--- src/rtl/divider_pkg.sv ---
// Shared definitions for the divider arbiter slice.
//   DIV_WIDTH       : operand/result width of the shared divider
//   CNT_W           : latency counter width (covers DIV_LATENCY up to 63)
//   DIV_ZERO_RESULT : result reported for a zero divisor when the
//                     DIV_ZERO_CHECK_EN build option is enabled
//   div_state_e     : arbiter FSM states
//   div_ops_t       : one requester's operand pair
package divider_pkg;

  localparam int DIV_WIDTH = 48;
  localparam int CNT_W     = 6;

  localparam logic [DIV_WIDTH-1:0] DIV_ZERO_RESULT = 48'hFFFF_FFFF_FFFF;

  typedef enum logic [1:0] {
    IDLE = 2'd0,
    BUSY = 2'd1,
    DONE = 2'd2
  } div_state_e;

  typedef struct packed {
    logic [DIV_WIDTH-1:0] dividend;
    logic [DIV_WIDTH-1:0] divisor;
  } div_ops_t;

endpackage

--- src/rtl/rr_arbiter.sv ---
// Combinational round-robin picker.
//   req_i : request vector
//   ptr_i : index holding highest priority this cycle
//   gnt_o : one-hot grant (zero when no request)
//   idx_o : index of the granted requester
//   any_o : at least one request present
module rr_arbiter
  import divider_pkg::*;
#(
  parameter int  NUM_REQ = 4,
  localparam int PTR_W   = $clog2(NUM_REQ)
) (
  input  logic [NUM_REQ-1:0] req_i,
  input  logic [PTR_W-1:0]   ptr_i,
  output logic [NUM_REQ-1:0] gnt_o,
  output logic [PTR_W-1:0]   idx_o,
  output logic               any_o
);

  // Walk the ring starting at ptr_i; the first requester found wins.
  always_comb begin
    logic             found;
    logic [PTR_W:0]   sum;
    logic [PTR_W-1:0] cand;
    gnt_o = '0;
    idx_o = '0;
    found = 1'b0;
    sum   = '0;
    cand  = '0;
    for (int k = 0; k < NUM_REQ; k++) begin
      sum  = {1'b0, ptr_i} + (PTR_W+1)'(k);
      cand = (sum >= (PTR_W+1)'(NUM_REQ)) ? PTR_W'(sum - (PTR_W+1)'(NUM_REQ))
                                          : sum[PTR_W-1:0];
      if (!found && req_i[cand]) begin
        gnt_o[cand] = 1'b1;
        idx_o       = cand;
        found       = 1'b1;
      end
    end
  end

  assign any_o = |req_i;

endmodule

--- src/rtl/divider_arbiter.sv ---
// Shares one multi-cycle 48-bit divider among NUM_REQ requesters.
// Build option: define DIV_ZERO_CHECK_EN to short-circuit zero divisors
// (adds op_divZero port).
//   clk, rst_n          : clock, async active-low reset
//   in_req              : per-requester request level
//   in_dividend/divider : per-requester operands, 48-bit slices
//   op_grant            : one-hot pulse in the cycle operands are captured
//   op_dividerIn1/In2   : latched operands driven to the divider
//   in_outputOfDivider  : divider result
//   op_result           : captured quotient, shared
//   op_resultValid      : one-hot pulse to the owning requester
//   op_busy             : operation in flight (BUSY or DONE)
//   op_divZero          : (option) zero-divisor flag, pulses with valid
module divider_arbiter
  import divider_pkg::*;
#(
  parameter int NUM_REQ     = 4,
  parameter int DIV_LATENCY = 8
) (
  input  logic                         clk,
  input  logic                         rst_n,
  input  logic [NUM_REQ-1:0]           in_req,
  input  logic [NUM_REQ*DIV_WIDTH-1:0] in_dividend,
  input  logic [NUM_REQ*DIV_WIDTH-1:0] in_divider,
  output logic [NUM_REQ-1:0]           op_grant,
  output logic [DIV_WIDTH-1:0]         op_dividerIn1,
  output logic [DIV_WIDTH-1:0]         op_dividerIn2,
  input  logic [DIV_WIDTH-1:0]         in_outputOfDivider,
  output logic [DIV_WIDTH-1:0]         op_result,
  output logic [NUM_REQ-1:0]           op_resultValid,
`ifdef DIV_ZERO_CHECK_EN
  output logic                         op_divZero,
`endif
  output logic                         op_busy
);

  localparam int PTR_W = $clog2(NUM_REQ);

  div_state_e               state_q;
  logic [CNT_W-1:0]         cnt_q;
  logic [PTR_W-1:0]         ptr_q;
  logic [PTR_W-1:0]         owner_q;
  logic [DIV_WIDTH-1:0]     in1_q, in2_q, result_q;
  logic [NUM_REQ-1:0]       valid_q;
`ifdef DIV_ZERO_CHECK_EN
  logic                     divzero_q;
`endif

  div_ops_t [NUM_REQ-1:0]   ops;
  div_ops_t                 sel;
  logic [NUM_REQ-1:0]       gnt_oh;
  logic [PTR_W-1:0]         gnt_idx;
  logic [PTR_W-1:0]         ptr_nxt;
  logic                     any_req;

  for (genvar g = 0; g < NUM_REQ; g++) begin : g_slice
    assign ops[g].dividend = in_dividend[g*DIV_WIDTH +: DIV_WIDTH];
    assign ops[g].divisor  = in_divider[g*DIV_WIDTH +: DIV_WIDTH];
  end

  rr_arbiter #(.NUM_REQ(NUM_REQ)) u_rr (
    .req_i (in_req),
    .ptr_i (ptr_q),
    .gnt_o (gnt_oh),
    .idx_o (gnt_idx),
    .any_o (any_req)
  );

  assign sel     = ops[gnt_idx];
  assign ptr_nxt = (gnt_idx == PTR_W'(NUM_REQ-1)) ? '0 : gnt_idx + PTR_W'(1);

  // The grant marks the edge that captures operands, so it is shown
  // during the IDLE cycle itself; reset masks it so nothing leaks out
  // while rst_n is low.
  assign op_grant       = (rst_n && state_q == IDLE) ? gnt_oh : '0;
  assign op_busy        = (state_q != IDLE);
  assign op_dividerIn1  = in1_q;
  assign op_dividerIn2  = in2_q;
  assign op_result      = result_q;
  assign op_resultValid = valid_q;
`ifdef DIV_ZERO_CHECK_EN
  assign op_divZero     = divzero_q;
`endif

  always_ff @(posedge clk or negedge rst_n) begin
    if (!rst_n) begin
      state_q   <= IDLE;
      cnt_q     <= '0;
      ptr_q     <= '0;
      owner_q   <= '0;
      in1_q     <= '0;
      in2_q     <= '0;
      result_q  <= '0;
      valid_q   <= '0;
`ifdef DIV_ZERO_CHECK_EN
      divzero_q <= 1'b0;
`endif
    end else begin
      valid_q   <= '0;
`ifdef DIV_ZERO_CHECK_EN
      divzero_q <= 1'b0;
`endif
      case (state_q)
        IDLE: begin
          if (any_req) begin
            owner_q <= gnt_idx;
            ptr_q   <= ptr_nxt;
`ifdef DIV_ZERO_CHECK_EN
            // Zero divisor never reaches the divider; its inputs keep
            // the previous operands.
            if (sel.divisor == '0) begin
              result_q  <= DIV_ZERO_RESULT;
              valid_q   <= gnt_oh;
              divzero_q <= 1'b1;
              state_q   <= DONE;
            end else
`endif
            begin
              in1_q   <= sel.dividend;
              in2_q   <= sel.divisor;
              cnt_q   <= CNT_W'(DIV_LATENCY);
              state_q <= BUSY;
            end
          end
        end
        BUSY: begin
          // Last BUSY cycle: divider output has had DIV_LATENCY cycles.
          if (cnt_q == CNT_W'(1)) begin
            result_q <= in_outputOfDivider;
            cnt_q    <= '0;
            valid_q  <= NUM_REQ'(1) << owner_q;
            state_q  <= DONE;
          end else begin
            cnt_q <= cnt_q - CNT_W'(1);
          end
        end
        DONE:    state_q <= IDLE;
        default: state_q <= IDLE;
      endcase
    end
  end

endmodule

--- config.mk ---
export PLATFORM = sky130hd
export DESIGN_NAME = divider_arbiter
export DESIGN_NICKNAME = d
export VERILOG_FILES = /design/src/rtl/divider_pkg.sv /design/src/rtl/rr_arbiter.sv /design/src/rtl/divider_arbiter.sv
export SDC_FILE = /design/constraint.sdc
export NUM_CORES = 1
export LEC_CHECK = 0
export ABC_CLOCK_PERIOD_IN_PS = 4100
export CORE_AREA = 2 2 231 233
export CTS_CLUSTER_SIZE = 12
export DETAILED_ROUTE_END_ITERATION = 10
export DIE_AREA = 0 0 233 235
export GPL_TIMING_DRIVEN = 0
export PLACE_DENSITY_LB_ADDON = 0.05
export SETUP_SLACK_MARGIN = 0.3
export SLEW_MARGIN = 25
export SYNTH_ARGS = -nofsm -noshare
export SYNTH_HDL_FRONTEND = slang
export SYNTH_SLANG_ARGS = --single-unit
--- constraint.sdc ---
create_clock -name clk -period 4.1 [get_ports clk]
set_input_delay 1.025 -clock clk [delete_from_list [all_inputs] [get_ports clk]]
set_output_delay 1.025 -clock clk [all_outputs]
set_load 0.03 [all_outputs]
[Word-level counts from Yosys, hierarchy flattened]
Index checks and enable logic that the tools add are counted.
Word-level totals
  bits in registers: 160
  input bits: 438
  output and inout bits: 153
  logic and storage cells: 101
Operators by class
  add/sub/neg operators: 9
  $lt $le $gt $ge: 13
  equality and inequality tests: 5
  shift operators: 1
  multiplexer cells: 43
  bitwise logic cells: 3
  reduce and logical (&&, ||, !) cells: 19
Operators by type and width (number)
  $bmux 96 s2: 1
  $mux 96: 1
  $mux 4: 7
  $mux 2: 11
  $lt 2x3->1 const B: 5
  $mux 6: 2
  $or 4x4->4: 3
  $pmux 6 s2: 1
  $mux 1: 11
  $ge 3x3->1 const B: 3
  $bmux 1 s2: 4
  $demux 1 s2: 4
  $ge 2x1->1 const B: 4
  $logic_and 1x1->1: 8
  $reduce_and 2->1: 4
  $sub 2x1->2 const B: 4
  $add 2x2->3 const B: 2
  $eq 6x1->1 const B: 1
  $sub 6x1->6 const B: 1
  $ne 2x2->1 const B: 2
  $pmux 2 s2: 1
  $reduce_bool 2->1: 2
  $reduce_or 4->1: 1
  $shl 1x2->4 const A: 1
  7 further kinds: 9

[Longest topological paths before layout]
Gate-level depths: netlist of the first run.
  word-level depth: 16
  gate-level depth with buffers: 12
  mapped depth without buffers: 8

[Hierarchy]
From an unflattened synthesis of the first run, not the netlist that was laid out.
Second synthesis, totals
  cells, all modules: 540
  area total of the unflattened synthesis: 9049.9 µm²
By module, submodules not included
  divider_arbiter: instances 1, cells each 493, area an instance 8623.3 µm², seq. area each 4003.8 µm²
  rr_arbiter: instances 1, cells each 47, area an instance 426.7 µm², seq. area each 0.0 µm²

[Least setup slack after synthesis of the first run]
No wires, ideal clock.
  path type: reg-to-output
  start point: reg ptr_q[0]
  end point: out op_grant[0]
  arrival: 2.959 ns
  data required time: 3.075 ns
  slack: 0.116 ns
  stages on the path, launching flop included: 10
  buffers on the path: 2
  cell sequence: dfrtp_1 -> buf_2 -> buf_2 -> inv_1 -> ha_1 -> mux4_2 -> a211oi_1 -> a22o_1 -> mux2i_1 -> a21oi_1
Between the ends
  cells in the longest elaborated chain, start to end: 15
  elaborated cells between the ends (all ways): 60
  those cells by class: add/sub (7); order compare (12); mux (28); bitwise (3); reduce/logical (10)
Ends and longest elaborated chain
  start, declared: RTL line divider_arbiter.sv:41  | logic [PTR_W-1:0] ptr_q;
  start signal, assigned: RTL line divider_arbiter.sv:107  | ptr_q <= ptr_nxt;
  parallel branches: the longest is 13 deep, another holds $add 2x1->3
  $mux 4 (*): RTL line rr_arbiter.sv:34  | if (!found && req_i[cand]) begin
  $mux 4 (*): RTL line divider_arbiter.sv:75  | assign op_grant = (rst_n && state_q == IDLE) ? gnt_oh : '0;
  end, declared: RTL line divider_arbiter.sv:25  | output logic [NUM_REQ-1:0] op_grant,
Mark *: on every way between the ends. The select of a mux whose other input is x is not followed.

[Worst setup path in the final report of the first run]
  start point: in in_req[0]
  end point: out op_grant[3]
Between the ends
  cells in the longest elaborated chain, start to end: 13
  elaborated cells between the ends (all ways): 25
  those cells by class: mux (16); bitwise (3); reduce/logical (6)
Ends and longest elaborated chain
  start, declared: RTL line divider_arbiter.sv:22  | input logic [NUM_REQ-1:0] in_req,
  $bmux 1 s2: RTL line rr_arbiter.sv:34
  $mux 1 (implied by the code): RTL line rr_arbiter.sv:34
  $mux 1: RTL line rr_arbiter.sv:34
  $logic_not 1->1: RTL line rr_arbiter.sv:34
  $logic_and 1x1->1: RTL line rr_arbiter.sv:34
  $mux 1: RTL line rr_arbiter.sv:34
  $logic_not 1->1: RTL line rr_arbiter.sv:34
  $logic_and 1x1->1: RTL line rr_arbiter.sv:34
  $mux 1: RTL line rr_arbiter.sv:34
  $logic_not 1->1: RTL line rr_arbiter.sv:34
  $logic_and 1x1->1: RTL line rr_arbiter.sv:34
  $mux 4 (*): RTL line rr_arbiter.sv:34
  $mux 4 (*): RTL line divider_arbiter.sv:75
Every way passes the cells marked *; elsewhere a longest branch is shown, timed or not. The select of a mux whose other input is x is not followed.

==> flow_summary.ini, run 1 <==
[setup_path]
critical_path.startpoint_type = primary input
crit-reg2reg-launch = ptr_q[0]
critPathRequiredTime_ps = 3070
worstSetupEndpoint = op_grant[3]
setup.worst_path.class = in2out
timing.critical_path.to_type = primary output
r2r.worst_path.cells = 12
startpoint = in_req[0]
regToRegSetupSlack_ps = 810
path_max_fanout = 4
cp_data_arrival_time_ps = 2840
destination_of_the_worst_register_to_register_timing_path = op_dividerIn1[42]

[global_route]
maximum_number_of_pins_on_one_net_before_global_route_repair = 68
number_of_global_route_vias_before_repair = 11035
grt_pass1_wl_microns = 78300
number_of_antenna_violations_at_the_first_check_in_global_routing = 11
grt_use_total_pct = 20.0
grt_remaining_overflow = 0

[pwr]
power.share.combinational_pct = 23.3
p_int_uw = 3210
irDropWorstVdd_v = 0.000301
power_switching_uw = 1240
seq_power_share_pct = 37.0
switching_share_pct = 27.9
power_density_nw_per_um2 = 261
power.clock.fraction_pct = 39.7
leakage_uw = 0.00683
total_power_uw = 4450

[sta]
grt_setup_unrepaired = true
drv_slew = 0
tns_ps = 0
postLayoutSetupSlackWorst_ps = 236
max-slew-margin-rel_pct = 48.7
fin_crit_ps = 3860
setup_viol = 0
timing.final.crit_share_pct = 94.3
tightestPinTransition_ps = 770
clock.fmax_mhz = 259
fin_worst_skew_ps = 7.25
hold_viol = 0

[flow_run]
cap_violations = 0

[cells_and_area]
area_grow_syn2layout_pct = 80.3
most_frequent_cells_in_the_layout = clkdlybuf4s50_1 (584), nand2_1 (259), dfrtp_1 (158)
ratio_of_cells_with_drive_above_1_in_the_final_layout_pct = 7.33
postLayoutCellArea_sq_um = 17100
layout.nets = 2072
most_common_cell_after_layout_fill_and_taps_aside = clkdlybuf4s50_1
postLayoutCoreUtil_pct = 32.6

[placed_design]
place.gp.congestion = 0.768
dp_slack_ps = -515
place_area_sq_um = 16300
port-buffer-count = 589
dp.final_hpwl_microns = 44500

[synth]
synth_sequential_area_ratio_pct = 42.3
synth_warnings = 0
yosys_register_bits = 160
synth_nets = 1454
instance_count_of_the_mapped_netlist = 1007
post_synthesis_async_set_or_reset_flop_share_pct = 100
synth.lib_cells_used.distinct = 48
synth_enable_flop_cells = 0
synthesis.area_per_instance_sq_um = 9.39
ys_dominant_reg_cell = dfrtp_1
post_synth_instance_area_sq_um = 9460

[clock_tree]
cts_max_path_buffers = 2
tritoncts.num_buffers = 17
cts_root_buf = clkbuf_16
clk_pin_slew_ps = 70
insertion_delay_ps = 480
cts_sinks = 160
cts.htree.levels = 4
tritoncts = done
cts_hold_buf = 0

[floorplanning]
design.core.area_sq_um = 52200
fp.dieArea_sq_um = 54800
rows = 84
top_level_ports = 591
chipHeight_microns = 235
die_w_microns = 233
initial_core_util_pct = 18.1

[drt]
first_iter_violations = 468
routedWlPerCell_microns = 23.6
detail-route-antenna-nets = 0
drt_pass1_iterations = 7
drt_wl_total_microns = 55000
drt-vias-per-instance = 4.43
via_count = 10297
drcViolationCount = 0

[outcome]
run_status = finished, final reports clean

[worst_hold_path]
min-delay-path-class = in2async
[Yosys cell counts (2+ instances only)]
master      n  area [sq um]
nor3_1      3          15.0
dfrtp_1   160          4000
clkbuf_1   40           150
o21ai_1     2          10.0
buf_1       6          22.5
mux2i_1   102          1020
buf_8       7           105
ha_1        9           113
a22o_1      4          35.0
nor2_1     18          67.6
nand3_1     2          10.0
a21oi_1     7          35.0
o22a_1      3          26.3
nand2b_1    5          31.3
buf_2      23           115
a31oi_1    97           607
nor4_1      2          12.5
nor2b_1     2          12.5
o211ai_1   97           728
and4_1     96           841
nand2_1   259           972
and3_1      2          12.5
o22ai_1     2          12.5
o21ai_0     8          40.0
inv_1       6          22.5
buf_4      17           128
buf_6       7          78.8
[how the worst min path moves through the flow]
| stage | slack [ps] | to | start | depth (start not counted) |
|---|---|---|---|---|
| after floorplan | 450 | cnt_q[5] | cnt_q[5] | 1 |
| after global placement | 460 | op_result[5] | op_result[5] | 2 |
| after detailed placement | 460 | op_result[27] | op_result[27] | 2 |
| after CTS | 390 | op_result[15] | rst_n | 1 |
| after global routing | 420 | op_result[15] | rst_n | 1 |
| final | 420 | op_result[15] | rst_n | 1 |
[critical path, stage by stage]
cell             delay (ps)
clkdlybuf4s50_1         430
mux4_2                  540
a211oi_4                250
a22o_1                  180
mux2i_1                  80
a21oi_2                 170
buf_6                   150
[area by class of cell]
class / count / area [sq um]
antenna: 1 / 2.50
sequential: 160 / 4010
fill: 5499 / 35200
multi-input combinational: 740 / 4870
buffer: 100 / 624
clock buffer: 20 / 467
clock inverter: 12 / 158
tap: 688 / 861
timing repair buffer: 599 / 6020
inverter: 7 / 33.8
[per-layer routing]
metal | track usage (%) | vias to the layer above | part of all wire (%)
met1 | 22.7 | 4892 | 40
li1 | - | 4972 | -
met3 | 7.25 | 52 | 8.1
met5 | 0 | - | 0.25
met4 | 4.83 | 20 | 1.5
met2 | 35.3 | 361 | 50
[cell families after synthesis]
group,share of synthesized area [%]
flops,42.3
compound gates,16.9
mux,11.2
fa+ha+maj,1.19
buf+inv,6.61
simple gates,21.7
xor+xnor,0.185
[power groups by stage]
stage | Clock (uW) | Sequential [uW] | Combinational, uW
2_1_floorplan | 0 | 1750 | 275
3_3_place_gp | 0 | 1680 | 1050
3_5_place_dp | 0 | 1680 | 1050
4_1_cts | 1850 | 1650 | 1060
5_1_grt | 1890 | 1650 | 1110
6_report | 1760 | 1650 | 1040
[through the flow]
stage	instances	hold slack, ps
floorplan	1007	446
global placement	2284	460
detailed placement	2286	462
CTS	2326	390
global route	2326	416
finish	2327	417
[state kept, by name (all words and copies together), names as in the netlist]
name            cells
op_dividerIn1      48
op_dividerIn2      48
op_result          48
cnt_q               6
op_resultValid      4
owner_q             2
ptr_q               2
state_q             2
[timing repair]
item	CTS	global route
gates cloned	0	0
endpoints found under the setup margin	9	4
buffers inserted	8	0
gates resized for setup	44	1
pin swaps	6	5
Power figures use the tool's default switching activity.
==> run 2, diff against run 1 <==
CELL_PAD_IN_SITES_DETAIL_PLACEMENT = 1   (was not set)
CELL_PAD_IN_SITES_GLOBAL_PLACEMENT = 2   (was not set)
CORE_AREA = not set   (was 2 2 231 233)
CORE_ASPECT_RATIO = 0.7   (was not set)
CORE_MARGIN = 2   (was not set)
CORE_UTILIZATION = 20   (was not set)
DIE_AREA = not set   (was 0 0 233 235)
==> run 2 against run 1 <==
Fmax down 1.2%. Sequential share of layout area up 0.14 points. Via count rose by 1.4%. Critical path depth is 2 higher. Final area is 0.63% lower. Combinational power about the same. Clock power decreased by 3%. Count of clock-buffer cells in the layout down 2. Clock skew rose by 4.0 ps. Sequential power about the same. Register-to-register slack improved by 30 ps. Non-clock buffer count is 2 higher. Critical path type unchanged. Largest power group unchanged.
==> flow_summary.ini, run 2 (same netlist as run 1, synthesis figures left out) <==
[outcome]
run_status = finished, final reports clean

[worst_hold_path]
min-delay-path-class = in2async

[floorplanning]
die_w_microns = 264
top_level_ports = 591
fp.dieArea_sq_um = 49100
initial_core_util_pct = 20.3
rows = 66
chipHeight_microns = 186
design.core.area_sq_um = 46600

[sta]
setup_viol = 0
max-slew-margin-rel_pct = 43.1
fin_worst_skew_ps = 11.2
grt_setup_unrepaired = true
tns_ps = 0
hold_viol = 0
holdWs_ps = 450
drv_slew = 0
tightestPinTransition_ps = 854
timing.final.crit_share_pct = 95.4
clock.fmax_mhz = 256
fin_crit_ps = 3910

[setup_path]
destination_of_the_worst_register_to_register_timing_path = op_dividerIn1[28]
cpMaxStageDelayCell = clkdlybuf4s50_1
cp_data_arrival_time_ps = 2890
timing.critical_path.to_type = primary output
critical_path.startpoint_type = primary input
path_max_fanout = 10
r2r.worst_path.cells = 12
slowest_delay_ps = 490
crit_chain = clkdlybuf4s50_1 -> clkbuf_4 -> mux2_2 -> nor2_1 -> a211oi_4 -> a22o_1 -> mux2i_2 -> a21oi_2 -> buf_6
startpoint = in_req[1]
worstSetupEndpoint = op_grant[3]
crit-reg2reg-launch = ptr_q[0]
critPathRequiredTime_ps = 3070
regToRegSetupSlack_ps = 840
setup.worst_path.class = in2out

[global_route]
maximum_number_of_pins_on_one_net_before_global_route_repair = 76
grt_use_total_pct = 22.3
grt_remaining_overflow = 0
number_of_antenna_violations_at_the_first_check_in_global_routing = 9
grt_pass1_wl_microns = 79000
number_of_global_route_vias_before_repair = 11027

[pwr]
power_density_nw_per_um2 = 258
irDropWorstVdd_v = 0.000243
leakage_uw = 0.00683
total_power_uw = 4380

[drt]
route.met2.wl_microns = 28600
routedWlPerCell_microns = 24.9
drt-vias-per-instance = 4.63
via_count = 10446
drt_pass1_iterations = 4
detail-route-antenna-nets = 0
drt_wl_total_microns = 56200
top_signal_layer_used = met5
met3RoutedLength_microns = 3100
wl_on_met1_microns = 23900
first_iter_violations = 556
drcViolationCount = 0

[clock_tree]
clk_pin_slew_ps = 70
cts_max_path_buffers = 2
cts_sinks = 160
tritoncts = done
tritoncts.num_buffers = 17
cts_root_buf = clkbuf_16
cts.htree.levels = 4
insertion_delay_ps = 450
cts_hold_buf = 0

[cells_and_area]
postLayoutCoreUtil_pct = 36.4
layout.nets = 2074
most_frequent_cells_in_the_layout = clkdlybuf4s50_1 (583), nand2_1 (259), dfrtp_1 (159)
area_grow_syn2layout_pct = 79.2
fin_cells = 2256
most_common_cell_after_layout_fill_and_taps_aside = clkdlybuf4s50_1
ratio_of_cells_with_drive_above_1_in_the_final_layout_pct = 7.33

[placed_design]
dpl.cell_count = 2210
place.gp.congestion = 0.824
port-buffer-count = 589
dp.final_hpwl_microns = 45300

[flow_run]
cap_violations = 0
[run 2: cell count changes in the layout (fill, tap and decap cells not counted), moves of 2 or more]
cell	change
clkinv_4	-2
clkinv_2	+4
diode_2	+5
buf_4	+2
clkbuf_8	-2
[run 2: stage by stage]
| step | cell area, sq um | setup WS, ps |
|---|---|---|
| 6_report | 16900 | 188 |
| 5_1_grt | 16900 | 65.4 |
| 4_1_cts | 16900 | 112 |
| 3_5_place_dp | 16200 | -596 |
| 3_3_place_gp | 16100 | -7530 |
| 2_1_floorplan | 9480 | 386 |
[run 2: layout make-up]
cell class,instances,area [sq um]
Multi-Input combinational cell,740,4880
Clock buffer,18,439
Sequential cell,160,4010
Buffer,100,624
Clock inverter,12,144
Fill cell,5264,29600
Inverter,7,33.8
Timing Repair Buffer,601,6040
Antenna cell,6,15.0
Tap cell,612,766
[run 2: worst min path at each step]
stage,from,to,depth (start not counted)
after CTS,rst_n,op_result[19],1
final,rst_n,op_result[19],1
after detailed placement,op_result[5],op_result[5],2
after floorplan,cnt_q[5],cnt_q[5],1
after global placement,op_result[26],op_result[26],2
after global routing,rst_n,op_result[19],1
[run 2: critical path: cells and delay by family]
kind,cells,cell delay [ps]
AO/OA/AOI/OAI,3,650
buffers and inverters,3,870
multiplexers,2,270
AND/OR/NAND/NOR,1,60
[run 2: repair_timing]
item	CTS	global route
hold endpoints to repair	0	0
endpoints found under the setup margin	10	4
setup buffers	7	3
gates resized for setup	41	5
pin swaps	5	5
[run 2: layer usage]
layer | vias up | global-route usage (%)
li1 | 4964 | -
met1 | 5185 | 27.8
met2 | 262 | 38.7
met3 | 33 | 6.06
met4 | 2 | 4.50
met5 | - | 0
[run 2: report_power, final]
| part | leakage (uW) | switching (uW) | internal [uW] |
|---|---|---|---|
| clock | 0.000287 | 744 | 962 |
| sequential | 0.00193 | 24.6 | 1620 |
| combinational | 0.00461 | 445 | 581 |
| total | 0.00683 | 1210 | 3160 |
